`src/rtl/connector_pkg.sv`:
```
`default_nettype none
// ============================================================================
//  Module      : connector_pkg
//  Description : Shared constants and types for the three-channel connector
//                transmitter (channel count, data width, channel index type).
//  Revision    : 1.0  initial release
// ============================================================================
package connector_pkg;

   localparam int CH_NUM = 3;
   localparam int DATA_W = 8;

   typedef logic [1:0] chan_t;

   // The only channel index that has no FIFO behind it.
   localparam chan_t c_chan_illegal = 2'd3;

   function automatic logic chan_legal(input chan_t c);
      return (c != c_chan_illegal);
   endfunction

endpackage
`default_nettype wire

```
`src/rtl/connector_tx_fifo.sv`:
```
`default_nettype none
// ============================================================================
//  Module      : connector_tx_fifo
//  Description : Single-channel byte FIFO with registered occupancy count.
//                Full/empty come straight from the count register, so they
//                reflect the state before any same-cycle push or pop.
//  Revision    : 1.0  initial release
// ============================================================================
module connector_tx_fifo
   import connector_pkg::*;
#(
   parameter int DEPTH = 4
)(
   input  logic              clk0,
   input  logic              resetn,
   input  logic              push,
   input  logic              pop,
   input  logic [DATA_W-1:0] push_data,
   output logic              full,
   output logic              empty,
   output logic [DATA_W-1:0] head
);

   localparam int              c_aw       = $clog2(DEPTH);
   localparam logic [c_aw:0]   c_full_cnt = (c_aw+1)'(DEPTH);

   logic [DATA_W-1:0] r_mem [DEPTH];
   logic [c_aw-1:0]   r_wptr;
   logic [c_aw-1:0]   r_rptr;
   logic [c_aw:0]     r_count;
   logic              w_do_push;
   logic              w_do_pop;

   assign full      = (r_count == c_full_cnt);
   assign empty     = (r_count == '0);
   assign head      = r_mem[r_rptr];
   assign w_do_push = push && !full;
   assign w_do_pop  = pop && !empty;

   // Storage array; contents are meaningless while the count says empty.
   always_ff @(posedge clk0) begin
      if (w_do_push) begin
         r_mem[r_wptr] <= push_data;
      end
   end

   // Pointers wrap naturally (DEPTH is a power of two); count tracks occupancy.
   always_ff @(posedge clk0 or negedge resetn) begin
      if (!resetn) begin
         r_wptr  <= '0;
         r_rptr  <= '0;
         r_count <= '0;
      end else begin
         if (w_do_push) begin
            r_wptr <= r_wptr + 1'b1;
         end
         if (w_do_pop) begin
            r_rptr <= r_rptr + 1'b1;
         end
         case ({w_do_push, w_do_pop})
            2'b10:   r_count <= r_count + 1'b1;
            2'b01:   r_count <= r_count - 1'b1;
            default: r_count <= r_count;
         endcase
      end
   end

endmodule
`default_nettype wire

```
`src/rtl/connector_tx_part3.sv`:
```
`default_nettype none
// ============================================================================
//  Module      : connector_tx_part3
//  Description : Three-channel transmit connector. A local source pushes bytes
//                into per-channel FIFOs; each channel drains independently as
//                a one-cycle write strobe with registered data. A freeze input
//                halts all draining while queuing continues.
//                Optional macro CONNECTOR_TX_GAP_EN adds a 'gap' input that
//                forces idle cycles between beats on the same channel.
//  Revision    : 1.0  initial release
// ============================================================================
module connector_tx_part3
   import connector_pkg::*;
#(
   parameter int DEPTH = 4,
   parameter int GAP_W = 4
)(
   input  logic              clk0,
   input  logic              resetn,
   input  logic              push,
   input  chan_t             push_chan,
   input  logic [DATA_W-1:0] push_data,
   output logic              push_ready,
   input  logic              freeze,
`ifdef CONNECTOR_TX_GAP_EN
   input  logic [GAP_W-1:0]  gap,
`endif
   output logic              wen0,
   output logic              wen1,
   output logic              wen2,
   output logic [DATA_W-1:0] data0,
   output logic [DATA_W-1:0] data1,
   output logic [DATA_W-1:0] data2,
   output logic              busy,
   output logic              err
);

   // Reject nonsensical configurations at elaboration time.
   if (DEPTH < 2 || (DEPTH & (DEPTH - 1)) != 0 || GAP_W < 1) begin : g_param_check
      $error("connector_tx_part3: DEPTH must be a power of two >= 2 and GAP_W >= 1");
   end

   logic [CH_NUM-1:0] w_full;
   logic [CH_NUM-1:0] w_empty;
   logic [CH_NUM-1:0] w_push;
   logic [CH_NUM-1:0] w_pop;
   logic [CH_NUM-1:0] w_gap_idle;
   logic [DATA_W-1:0] w_head [CH_NUM];
   logic [3:0]        w_full_idx;
   logic              w_legal;

   logic [CH_NUM-1:0] r_wen;
   logic [DATA_W-1:0] r_data [CH_NUM];
   logic              r_busy;
   logic              r_err;

   // Full flags indexed by the raw 2-bit channel; the illegal slot reads full.
   assign w_full_idx = {1'b1, w_full};
   assign w_legal    = chan_legal(push_chan);
   assign push_ready = w_legal && !w_full_idx[push_chan];

   for (genvar ch = 0; ch < CH_NUM; ch++) begin : g_chan
      assign w_push[ch] = push && push_ready && (push_chan == chan_t'(ch));
      assign w_pop[ch]  = !w_empty[ch] && !freeze && w_gap_idle[ch];

      connector_tx_fifo #(
         .DEPTH     (DEPTH)
      ) u_fifo (
         .clk0      (clk0),
         .resetn    (resetn),
         .push      (w_push[ch]),
         .pop       (w_pop[ch]),
         .push_data (push_data),
         .full      (w_full[ch]),
         .empty     (w_empty[ch]),
         .head      (w_head[ch])
      );

`ifdef CONNECTOR_TX_GAP_EN
      logic [GAP_W-1:0] r_gap_cnt;

      // Reload the spacing counter on each pop, then drain it once per cycle.
      always_ff @(posedge clk0 or negedge resetn) begin
         if (!resetn) begin
            r_gap_cnt <= '0;
         end else if (w_pop[ch]) begin
            r_gap_cnt <= gap;
         end else if (r_gap_cnt != '0) begin
            r_gap_cnt <= r_gap_cnt - 1'b1;
         end
      end

      assign w_gap_idle[ch] = (r_gap_cnt == '0);
`else
      assign w_gap_idle[ch] = 1'b1;
`endif
   end

   // Register strobes, data, error pulse and the busy summary.
   always_ff @(posedge clk0 or negedge resetn) begin
      if (!resetn) begin
         r_wen  <= '0;
         r_busy <= 1'b0;
         r_err  <= 1'b0;
         for (int ch = 0; ch < CH_NUM; ch++) begin
            r_data[ch] <= '0;
         end
      end else begin
         r_wen  <= w_pop;
         r_busy <= ~&w_empty;
         r_err  <= push && !w_legal;
         for (int ch = 0; ch < CH_NUM; ch++) begin
            if (w_pop[ch]) begin
               r_data[ch] <= w_head[ch];
            end
         end
      end
   end

   assign wen0  = r_wen[0];
   assign wen1  = r_wen[1];
   assign wen2  = r_wen[2];
   assign data0 = r_data[0];
   assign data1 = r_data[1];
   assign data2 = r_data[2];
   assign busy  = r_busy;
   assign err   = r_err;

endmodule
`default_nettype wire
```
`config.mk`:
```
export PLATFORM = sky130hd
export DESIGN_NAME = connector_tx_part3
export DESIGN_NICKNAME = d
export VERILOG_FILES = /design/src/rtl/connector_pkg.sv /design/src/rtl/connector_tx_fifo.sv /design/src/rtl/connector_tx_part3.sv
export SDC_FILE = /design/constraint.sdc
export NUM_CORES = 1
export LEC_CHECK = 0
export CORE_ASPECT_RATIO = 1.25
export CORE_MARGIN = 2
export CORE_UTILIZATION = 35
export CTS_CLUSTER_SIZE = 12
export DETAILED_ROUTE_END_ITERATION = 6
export PLACE_DENSITY = 0.56
export SYNTH_ARGS = -nofsm -noshare
export SYNTH_HDL_FRONTEND = slang
export SYNTH_HIERARCHICAL = 1
export SYNTH_SLANG_ARGS = --single-unit
```
`constraint.sdc`:
```
create_clock -name clk0 -period 2.95 [get_ports clk0]
set_input_delay 0.59 -clock clk0 [delete_from_list [all_inputs] [get_ports clk0]]
set_output_delay 0.59 -clock clk0 [all_outputs]
set_load 0.01 [all_outputs]
```
==> metrics.md, run 1 <==
| Metric | Value |
|---|---|
| Unique cell type count in the Yosys netlist | `27` |
| Mapped Area | `5870 um^2` |
| Critical path required time | `2.36 ns` |
| P_sw | `1.97 mW` |
| TNS Setup | `0 ns` |
| CP startpoint kind | `input port` |
| Worst Hold Class | `in -> async` |
| Syn Inst Count | `302` |
| Unrepaired setup endpoints after global routing | `false` |
| Nets | `395` |
| Flip-flop and latch area | `4130 um^2` |
| Syn nets | `334` |
| Initial DRC count | `124` |
| Sequential power share | `43.7%` |
| First-pass GRT wire length | `16000 um` |
| Post-DRT Antenna Nets | `0` |
| Initial antenna violation count | `0` |
| Clock Skew | `0.00911 ns` |
| FFs w/ async S/R, synth | `34.2%` |
| Seq/Total Area, Yosys | `70.4%` |
| CTS tree | `yes` |
| Final Hold Fails | `0` |
| IO buf count | `43` |
| Clock power frac | `29.9%` |
| Grt ovf | `0` |
| Area Growth Syn to Fin | `22.0%` |
| Synth Register Bits | `146` |
| Top cells by area, synth | `edfxtp_1, dfrtp_1, mux4_2, mux2_2, ha_1` |
| DRC errors left | `0` |
| WP buf/inv | `2` |
| Post-route setup slack | `0.348 ns` |
| GP Congestion | `0.686` |
| CP cell instances | `clkdlybuf4s50_1 > mux2i_1 > o21a_1 > clkdlybuf4s50_1` |
| Number of synthesized flops with an enable pin | `96` |
| Pwr dens | `974 nW/um^2` |
| Max Cap Violations | `0` |
| Tot GR Track Use | `12.1%` |
| Max Root-Sink Buffers | `2` |
| Clock transition at path regs | `0.06 ns` |
| Die Height | `149 um` |
| Switching part of the total | `28.2%` |
| Fmax | `384 MHz` |
| Die X | `120 um` |
| Max stage delay on crit path | `0.56 ns` |
| Crit-path max FO | `6` |
| Top_reg_cell synth | `edfxtp_1` |
| Root Driver | `clkbuf_16` |
| Final setup fails | `0` |
| Synth warn | `6` |
| CTS Hold Bufs | `0` |
| H-tree depth | `4` |
| Most frequent cells after synthesis | `edfxtp_1, dfrtp_1, mux2_2, mux4_2, inv_1` |
| Post-DP HPWL | `6430 um` |
| Run status | `complete, no violations` |
| Crit path time final | `2.60 ns` |
| Largest net degree at the start of global routing | `41` |
| Post-CTS Resized | `0` |
| Clock Latency Late Sink | `0.41 ns` |
| Antenna diodes | `0` |
| Average cell area after synthesis | `19.4 um^2` |
| Most common cell on crit path | `clkdlybuf4s50_1` |
| Post-CTS Setup Bufs | `0` |
| CTS sink count | `146` |
| Die area | `17800 um^2` |
| Core ar. | `16300 um^2` |
| Top delay family on crit path | `buffers and inverters` |
| # fillers | `1418` |
| Routed len/inst | `16.4 um` |
| Num ports | `44` |
| Initial Utilization | `35.9%` |
| Lkg Pwr | `2.60 nW` |
| Share of layout cells above drive strength 1 | `29.8%` |
| Most common cell in the netlist | `edfxtp_1` |
| CP endpoint kind | `primary output` |
| Critical path's slowest cell | `clkdlybuf4s50_1` |
| Via count | `2711` |
| Setup CP Type | `in -> out` |
| Largest area contributor in the netlist | `edfxtp_1` |
| Total CTS buffers | `17` |
| Comb pwr share | `26.5%` |
| Synth top area share | `49.1%` |
| Post-DR vias/cell | `4.58` |
| Pin slew with the least headroom to its limit | `0.978 ns` |
| Int Pwr | `5.01 mW` |
| Area of the multi-input gates | `1640 um^2` |
| Dpl ws | `0.256 ns` |
| Final Max Tran Viols | `0` |
| Routed wire length | `9710 um` |
| # rows | `52` |
| Vias in the first global route | `3013` |
| Fin crit share | `88.2%` |
| Worst EP arrival | `2.01 ns` |
| Detailed Routing Iterations Pass 1 | `4` |
| Relative slew slack | `34.8%` |
| Peak supply drop | `0.000407 V` |
per-layer routing:
metal  part of all wire (%)  track usage (%)  wire (um)  up-vias
li1                       -                -          -     1264
met1                     42             14.3       4050     1395
met2                     54             21.1       5270       41
met3                    2.7             3.17        263       11
met4                    1.3             4.76        131        0
met5                      0                0          0        -
state kept, by name, indices dropped and copies added (netlist names):
register and flops:
g_chan.u_fifo/r_mem 96, g_chan.u_fifo/r_count 9, data0 8, data1 8
data2 8, g_chan.u_fifo/r_rptr 6, g_chan.u_fifo/r_wptr 6, r_wen 3
busy 1, err 1
final cells by class:
type,instances,area share (%)
clock inverters,14,2.18
flip-flops and latches,146,57.7
well taps,216,3.77
multi-input cells,132,22.9
repair buffers,48,6.46
clock buffers,18,5.99
inverters,18,0.943
worst register-to-register path: cells and delay by family, from the launching register on:
| kind | cells | cell delay (ns) |
|---|---|---|
| xor+xnor | 2 | 0.29 |
| fa+ha+maj | 2 | 0.39 |
| buf+inv | 2 | 0.14 |
| flops | 1 | 0.42 |
| simple gates | 4 | 0.89 |
layout by cell type (no fill, tap or decap), types with 4 or more instances in the layout:
master | netlist | routed
clkdlybuf4s50_1 | 0 | 42
xor2_1 | 9 | 9
xnor2_1 | 9 | 9
buf_4 | 0 | 5
edfxtp_1 | 96 | 96
inv_1 | 18 | 18
clkinvlp_4 | 0 | 7
mux2_2 | 24 | 24
nand2_1 | 4 | 4
ha_1 | 15 | 15
dfrtp_1 | 50 | 50
mux4_2 | 24 | 24
and2_2 | 12 | 12
mux2i_1 | 4 | 4
clkbuf_16 | 0 | 17
nor3_1 | 4 | 4
power groups by stage:
stage	logic, mW	clock network (mW)	registers, mW
after floorplan	1.31	0	2.95
after global placement	1.84	0	3.10
after detailed placement	1.87	0	3.11
after CTS	1.88	2.14	3.07
after global routing	2.04	2.22	3.14
final	1.85	2.08	3.05
stage by stage:
step	cells	util, %	hold WS (ns)	power (mW)	cell area, um^2
CTS	592	43.9	0.387	7.10	7160
global placement	560	40.3	0.488	4.94	6580
detailed placement	560	40.3	0.495	4.98	6580
floorplan	302	-	0.294	4.26	5870
global route	592	43.9	0.420	7.40	7160
finish	592	43.9	0.340	6.98	7160
logic make-up after synthesis:
family | after synthesis | synth area share, %
fa+ha+maj | 18 | 4.22
mux | 55 | 15.3
xor+xnor | 18 | 2.69
buf+inv | 24 | 1.60
simple gates | 36 | 5.07
flops | 146 | 70.4
compound gates | 5 | 0.725
final timing paths:
check / end / startpoint / slack [ns] / cells after the start
worst max-delay path: push_ready / push_chan[1] / 0.35 / 4
worst min-delay path: data1[4] / resetn / 0.34 / 1
worst max register to register: g_chan[0].u_fifo/r_count[2] / g_chan[0].u_fifo/r_count[2] / 0.70 / 10
worst min register to register: data1[2] / data1[2] / 0.50 / 1
max in group asynchronous: data0[4] / resetn / 1.87 / 2
min in group clk0: data1[2] / data1[2] / 0.50 / 1
No activity file was read; power rests on OpenSTA's default activity.
==> run 2, diff against run 1 <==
--- a/config.mk
+++ b/config.mk
@@ -8,7 +8,6 @@
 export CORE_ASPECT_RATIO = 1.25
 export CORE_MARGIN = 2
 export CORE_UTILIZATION = 35
-export CTS_CLUSTER_SIZE = 12
 export DETAILED_ROUTE_END_ITERATION = 6
 export PLACE_DENSITY = 0.56
 export SYNTH_ARGS = -nofsm -noshare
==> constraint.sdc (replaced) <==
create_clock -name clk0 -period 3.2 [get_ports clk0]
set_input_delay 0.64 -clock clk0 [delete_from_list [all_inputs] [get_ports clk0]]
set_output_delay 0.64 -clock clk0 [all_outputs]
set_load 0.01 [all_outputs]
==> metrics.md, run 2 (same netlist as run 1, synthesis figures left out) <==
| Metric | Value |
|---|---|
| Run status | `complete, no violations` |
| Largest register FFs | `96 (unchanged)` |
| CP startpoint kind | `input port` |
| Post-DRT Antenna Nets | `0 (unchanged)` |
| Die area | `17800 um^2 (unchanged)` |
| Initial DRC count | `78 (-37%)` |
| Die Height | `149 um (unchanged)` |
| Crit path time final | `2.72 ns` |
| Antenna diodes | `0 (unchanged)` |
| Pwr dens | `889 nW/um^2 (-8.7%)` |
| Grt ovf | `0 (unchanged)` |
| Top delay family on crit path | `buffers and inverters` |
| Max Cap Violations | `0 (unchanged)` |
| Most common cell on crit path | `clkdlybuf4s50_1` |
| Critical path's slowest cell | `clkdlybuf4s50_1` |
| Min Hold Slack | `0.391 ns (+0.0505 ns)` |
| IO buf count | `43 (unchanged)` |
| Critical path required time | `2.56 ns (+0.20 ns)` |
| Post-CTS Resized | `0 (unchanged)` |
| Detailed Routing Iterations Pass 1 | `4 (unchanged)` |
| Initial Utilization | `35.9% (unchanged)` |
| Vias in the first global route | `2965 (-1.6%)` |
| Tot GR Track Use | `12.4% (+0.26 points)` |
| Initial antenna violation count | `0 (unchanged)` |
| Routed wire length | `9920 um (+2.2%)` |
| Max stage delay on crit path | `0.57 ns (about the same)` |
| Total CTS buffers | `17 (unchanged)` |
| Max Root-Sink Buffers | `2 (unchanged)` |
| Area of the multi-input gates | `1640 um^2 (unchanged)` |
| Worst EP arrival | `2.08 ns (+0.07 ns)` |
| TNS Setup | `0 ns (unchanged)` |
| Pin slew with the least headroom to its limit | `0.999 ns (+0.0208 ns)` |
| Most frequent cells in the layout | `edfxtp_1, dfrtp_1, clkdlybuf4s50_1` |
| GP Congestion | `0.676 (-1.6%)` |
| Post-DP HPWL | `6470 um (+0.60%)` |
| Die X | `120 um (unchanged)` |
| Worst R2R End | `g_chan[0].u_fifo/r_count[2]` |
| Share of layout cells above drive strength 1 | `29.1% (-0.64 points)` |
| Leading cell type in the layout, fill and taps excluded | `edfxtp_1` |
| Area Growth Syn to Fin | `21.2%` |
| Nets | `394 (-0.25%)` |
| Post-CTS Setup Bufs | `0 (unchanged)` |
| Num ports | `44 (unchanged)` |
| WP buf/inv | `2 (unchanged)` |
| Clock Skew | `0.00878 ns (-0.000330 ns)` |
| # rows | `52 (unchanged)` |
| Post-DR vias/cell | `4.58 (+0.12%)` |
| CP endpoint kind | `primary output` |
| DRC errors left | `0 (unchanged)` |
| Final core occ | `43.6% (-0.28 points)` |
| H-tree depth | `4 (unchanged)` |
| R2R depth | `10 (unchanged)` |
| First-pass GRT wire length | `16200 um (+1.4%)` |
| Peak supply drop | `0.000436 V (+7.0%)` |
| CTS tree | `yes` |
| Clock transition at path regs | `0.06 ns (about the same)` |
| Worst Hold Class | `in -> async` |
| Final setup fails | `0 (unchanged)` |
| Crit-path max FO | `6 (unchanged)` |
| Flip-flop and latch area | `4130 um^2 (unchanged)` |
| CP cell instances | `clkdlybuf4s50_1 > mux2i_1 > o21a_1 > clkdlybuf4s50_1` |
| Relative slew slack | `33.4% (-1.4 points)` |
| Biggest regs | `g_chan.u_fifo/r_mem (96), g_chan.u_fifo/r_count (9)` |
| Crit. path cell count | `4 (unchanged)` |
| CTS sink count | `146 (unchanged)` |
| Largest net degree at the start of global routing | `41 (unchanged)` |
| Setup CP Type | `in -> out` |
| Lkg Pwr | `2.59 nW (-0.10%)` |
| R2R setup slack | `0.94 ns (+0.24 ns)` |
| Fin crit share | `85.0%` |
| Via count | `2705 (-0.22%)` |
| CTS Hold Bufs | `0 (unchanged)` |
| Routed len/inst | `16.8 um (+2.5%)` |
| Unrepaired setup endpoints after global routing | `false` |
| Fmax | `368 MHz` |
| Final Max Tran Viols | `0 (unchanged)` |
| Clock Latency Late Sink | `0.41 ns (about the same)` |
| Final Hold Fails | `0 (unchanged)` |
| Reg2Reg Launch Point | `g_chan[0].u_fifo/r_count[2]` |
| # fillers | `1422 (+0.28%)` |
| Core ar. | `16300 um^2 (unchanged)` |
| Biggest register | `g_chan.u_fifo/r_mem` |
| Root Driver | `clkbuf_16` |
run 2: worst max-delay path by stage:
| stage | to | slack (ns) | from |
|---|---|---|---|
| finish | push_ready | 0.48 | push_chan[1] |
| detailed placement | g_chan[2].u_fifo/r_count[2] | 0.29 | push_chan[1] |
| CTS | push_ready | 0.47 | push_chan[1] |
| global placement | g_chan[2].u_fifo/r_count[2] | 0.31 | push_chan[1] |
| global route | push_ready | 0.42 | push_chan[1] |
| floorplan | g_chan[0].u_fifo/r_count[2] | 1.11 | freeze |
run 2: area by class of cell:
type | instances | area share, %
multi-input cells | 132 | 23.1
clock inverters | 10 | 1.21
repair buffers | 47 | 6.40
clock buffers | 21 | 6.47
inverters | 18 | 0.950
flip-flops and latches | 146 | 58.1
well taps | 216 | 3.80
run 2: through the flow:
| step | total power [mW] | cells | setup WS, ns | instance area [um^2] |
|---|---|---|---|---|
| after floorplan | 3.93 | 302 | 1.11 | 5870 |
| after global placement | 4.54 | 559 | 0.313 | 6570 |
| after detailed placement | 4.60 | 559 | 0.287 | 6570 |
| after CTS | 6.43 | 590 | 0.472 | 7120 |
| after global routing | 6.72 | 590 | 0.421 | 7120 |
| final | 6.33 | 590 | 0.480 | 7120 |
run 2: metal layers:
metal	global-route usage, %	routed length [um]	vias to the layer above
li1	-	-	1256
met1	14.7	4270	1403
met3	3.90	241	8
met2	21.4	5280	38
met5	0	0	-
met4	3.88	126	0
run 2: report_power, final:
group | leakage [nW] | total (mW) | internal [mW] | switching (mW)
Clock | 0.264 | 1.81 | 1.10 | 0.709
Sequential | 1.45 | 2.81 | 2.41 | 0.408
Combinational | 0.878 | 1.71 | 1.06 | 0.651
==> run 3, diff against run 2 <==
--- a/config.mk
+++ b/config.mk
@@ -9,6 +9,7 @@
 export CORE_MARGIN = 2
 export CORE_UTILIZATION = 35
 export DETAILED_ROUTE_END_ITERATION = 6
+export MAX_ROUTING_LAYER = met4
 export PLACE_DENSITY = 0.56
 export SYNTH_ARGS = -nofsm -noshare
 export SYNTH_HDL_FRONTEND = slang
==> metrics.md, run 3 (same netlist as run 1, synthesis figures left out) <==
| Metric | Value |
|---|---|
| Run status | `complete, no violations` |
| WP buf/inv | `2 (unchanged)` |
| Initial DRC count | `67 (-14%)` |
| Detailed Routing Iterations Pass 1 | `4 (unchanged)` |
| Vias in the first global route | `2968 (+0.10%)` |
| Largest net degree at the start of global routing | `41 (unchanged)` |
| Final Hold Fails | `0 (unchanged)` |
| Dpl ws | `0.287 ns (unchanged)` |
| DRC errors left | `0 (unchanged)` |
| Worst Hold Class | `in -> async` |
| GP Congestion | `0.686 (+1.6%)` |
| Met1 wire length | `4260 um (-0.28%)` |
| Post-CTS Resized | `0 (unchanged)` |
| DR top layer | `met4` |
| Peak supply drop | `0.000436 V (+0.12%)` |
| Via count | `2720 (+0.55%)` |
| IO buf count | `43 (unchanged)` |
| Crit path time final | `2.72 ns (unchanged)` |
| Max Cap Violations | `0 (unchanged)` |
| CP cell instances | `clkdlybuf4s50_1 > mux2i_1 > o21a_1 > clkdlybuf4s50_1` |
| Clock Skew | `0.0109 ns (+0.00216 ns)` |
| Met3 WL post-DR | `272 um (+13%)` |
| Die Height | `149 um (unchanged)` |
| Total CTS buffers | `17 (unchanged)` |
| Grt ovf | `0 (unchanged)` |
| Biggest register | `g_chan.u_fifo/r_mem` |
| Num ports | `44 (unchanged)` |
| Final Max Tran Viols | `0 (unchanged)` |
| Fin crit share | `85.0% (unchanged)` |
| H-tree depth | `4 (unchanged)` |
| Clock Latency Late Sink | `0.41 ns (about the same)` |
| TNS Setup | `0 ns (unchanged)` |
| CTS tree | `yes` |
| Antenna diodes | `0 (unchanged)` |
| Overall power | `6.33 mW (about the same)` |
| Leading cell type in the layout, fill and taps excluded | `edfxtp_1` |
| Crit-path max FO | `6 (unchanged)` |
| Unrepaired setup endpoints after global routing | `false` |
| Clock transition at path regs | `0.06 ns (about the same)` |
| Root Driver | `clkbuf_16` |
| Core ar. | `16300 um^2 (unchanged)` |
| Die area | `17800 um^2 (unchanged)` |
| Lkg Pwr | `2.59 nW (unchanged)` |
| # rows | `52 (unchanged)` |
| Biggest regs | `g_chan.u_fifo/r_mem (96), g_chan.u_fifo/r_count (9)` |
| Max Root-Sink Buffers | `2 (unchanged)` |
| Post-route setup slack | `0.480 ns (unchanged)` |
| Most frequent cells in the layout | `edfxtp_1, dfrtp_1, clkdlybuf4s50_1` |
| Largest register FFs | `96 (unchanged)` |
| Fmax | `368 MHz (unchanged)` |
| CP startpoint kind | `input port` |
| Post-DRT Antenna Nets | `0 (unchanged)` |
| Post-DP HPWL | `6470 um (unchanged)` |
| Die X | `120 um (unchanged)` |
| First-pass GRT wire length | `16200 um (+0.21%)` |
| Initial antenna violation count | `0 (unchanged)` |
| Worst EP arrival | `2.08 ns (about the same)` |
| Post-CTS Setup Bufs | `0 (unchanged)` |
| Pin slew with the least headroom to its limit | `0.999 ns (-0.000191 ns)` |
| Relative slew slack | `33.4% (about the same)` |
| Critical path required time | `2.56 ns (about the same)` |
| Routed wl met2 | `5300 um (+0.44%)` |
| Routed len/inst | `16.8 um (+0.16%)` |
| Initial Utilization | `35.9% (unchanged)` |
| Post-DR vias/cell | `4.61 (+0.55%)` |
| Share of layout cells above drive strength 1 | `29.1% (unchanged)` |
| Most common cell on crit path | `clkdlybuf4s50_1` |
| Final setup fails | `0 (unchanged)` |
| Top delay family on crit path | `buffers and inverters` |
| CTS sink count | `146 (unchanged)` |
| Critical path's slowest cell | `clkdlybuf4s50_1` |
| CP endpoint kind | `primary output` |
| # fillers | `1422 (unchanged)` |
| Routed wire length | `9930 um (+0.16%)` |
| Nets | `394 (unchanged)` |
| Max stage delay on crit path | `0.57 ns (about the same)` |
| CTS Hold Bufs | `0 (unchanged)` |
| Setup CP Type | `in -> out` |
| Tot GR Track Use | `12.7% (+0.35 points)` |
| Area Growth Syn to Fin | `21.2% (unchanged)` |
| Pwr dens | `889 nW/um^2 (about the same)` |
## run 3: cell counts in the layout (fill, tap and decap cells not counted)
Identical to the previous run, type by type.
## run 3: power breakdown
part	leakage, nW	switching [mW]	internal (mW)
Sequential	1.45	0.411	2.40
Combinational	0.878	0.651	1.05
Clock	0.264	0.708	1.10
Total	2.59	1.77	4.56
## run 3: worst paths after layout
kind                                             start                          end  slack (ns)  cells past startpoint
max in group asynchronous                       resetn                     data0[7]        2.05                      2
min                                             resetn                     data1[2]        0.39                      1
max                                       push_chan[1]                   push_ready        0.48                      4
max reg2reg                g_chan[0].u_fifo/r_count[2]  g_chan[0].u_fifo/r_count[2]        0.94                     10
min in group clk0                             data1[5]                     data1[5]        0.50                      1
min reg2reg                                   data1[5]                     data1[5]        0.50                      1
## run 3: through the flow
step / hold slack [ns] / area, um^2 / cells / utilization (%)
final: 0.392 / 7120 / 590 / 43.6
after global routing: 0.483 / 7120 / 590 / 43.6
after CTS: 0.431 / 7120 / 590 / 43.6
after detailed placement: 0.495 / 6570 / 559 / 40.2
after global placement: 0.488 / 6570 / 559 / 40.2
after floorplan: 0.344 / 5870 / 302 / -
## run 3: worst register-to-register path, cell delays in order (launching register included)
cell	delay, ns
dfrtp_1	0.42
nor3b_4	0.19
nor4b_1	0.35
nor2b_4	0.29
inv_1	0.08
ha_1	0.22
inv_1	0.07
fa_1	0.17
xor2_1	0.15
nor2_1	0.06
xor2_1	0.14
## run 3: layout make-up
cell class              instances  area [um^2]  area share, %
inverters                      18         67.6          0.950
well taps                     216          270           3.80
flip-flops and latches        146         4130           58.1
clock buffers                  21          460           6.47
clock inverters                10         86.3           1.21
multi-input cells             132         1640           23.1
repair buffers                 47          455           6.40
## run 3: routing by layer
metal / vias to the layer above / global-route usage [%]
met5: - / -
li1: 1258 / -
met4: 0 / 3.88
met1: 1415 / 14.9
met3: 6 / 3.78
met2: 41 / 21.3
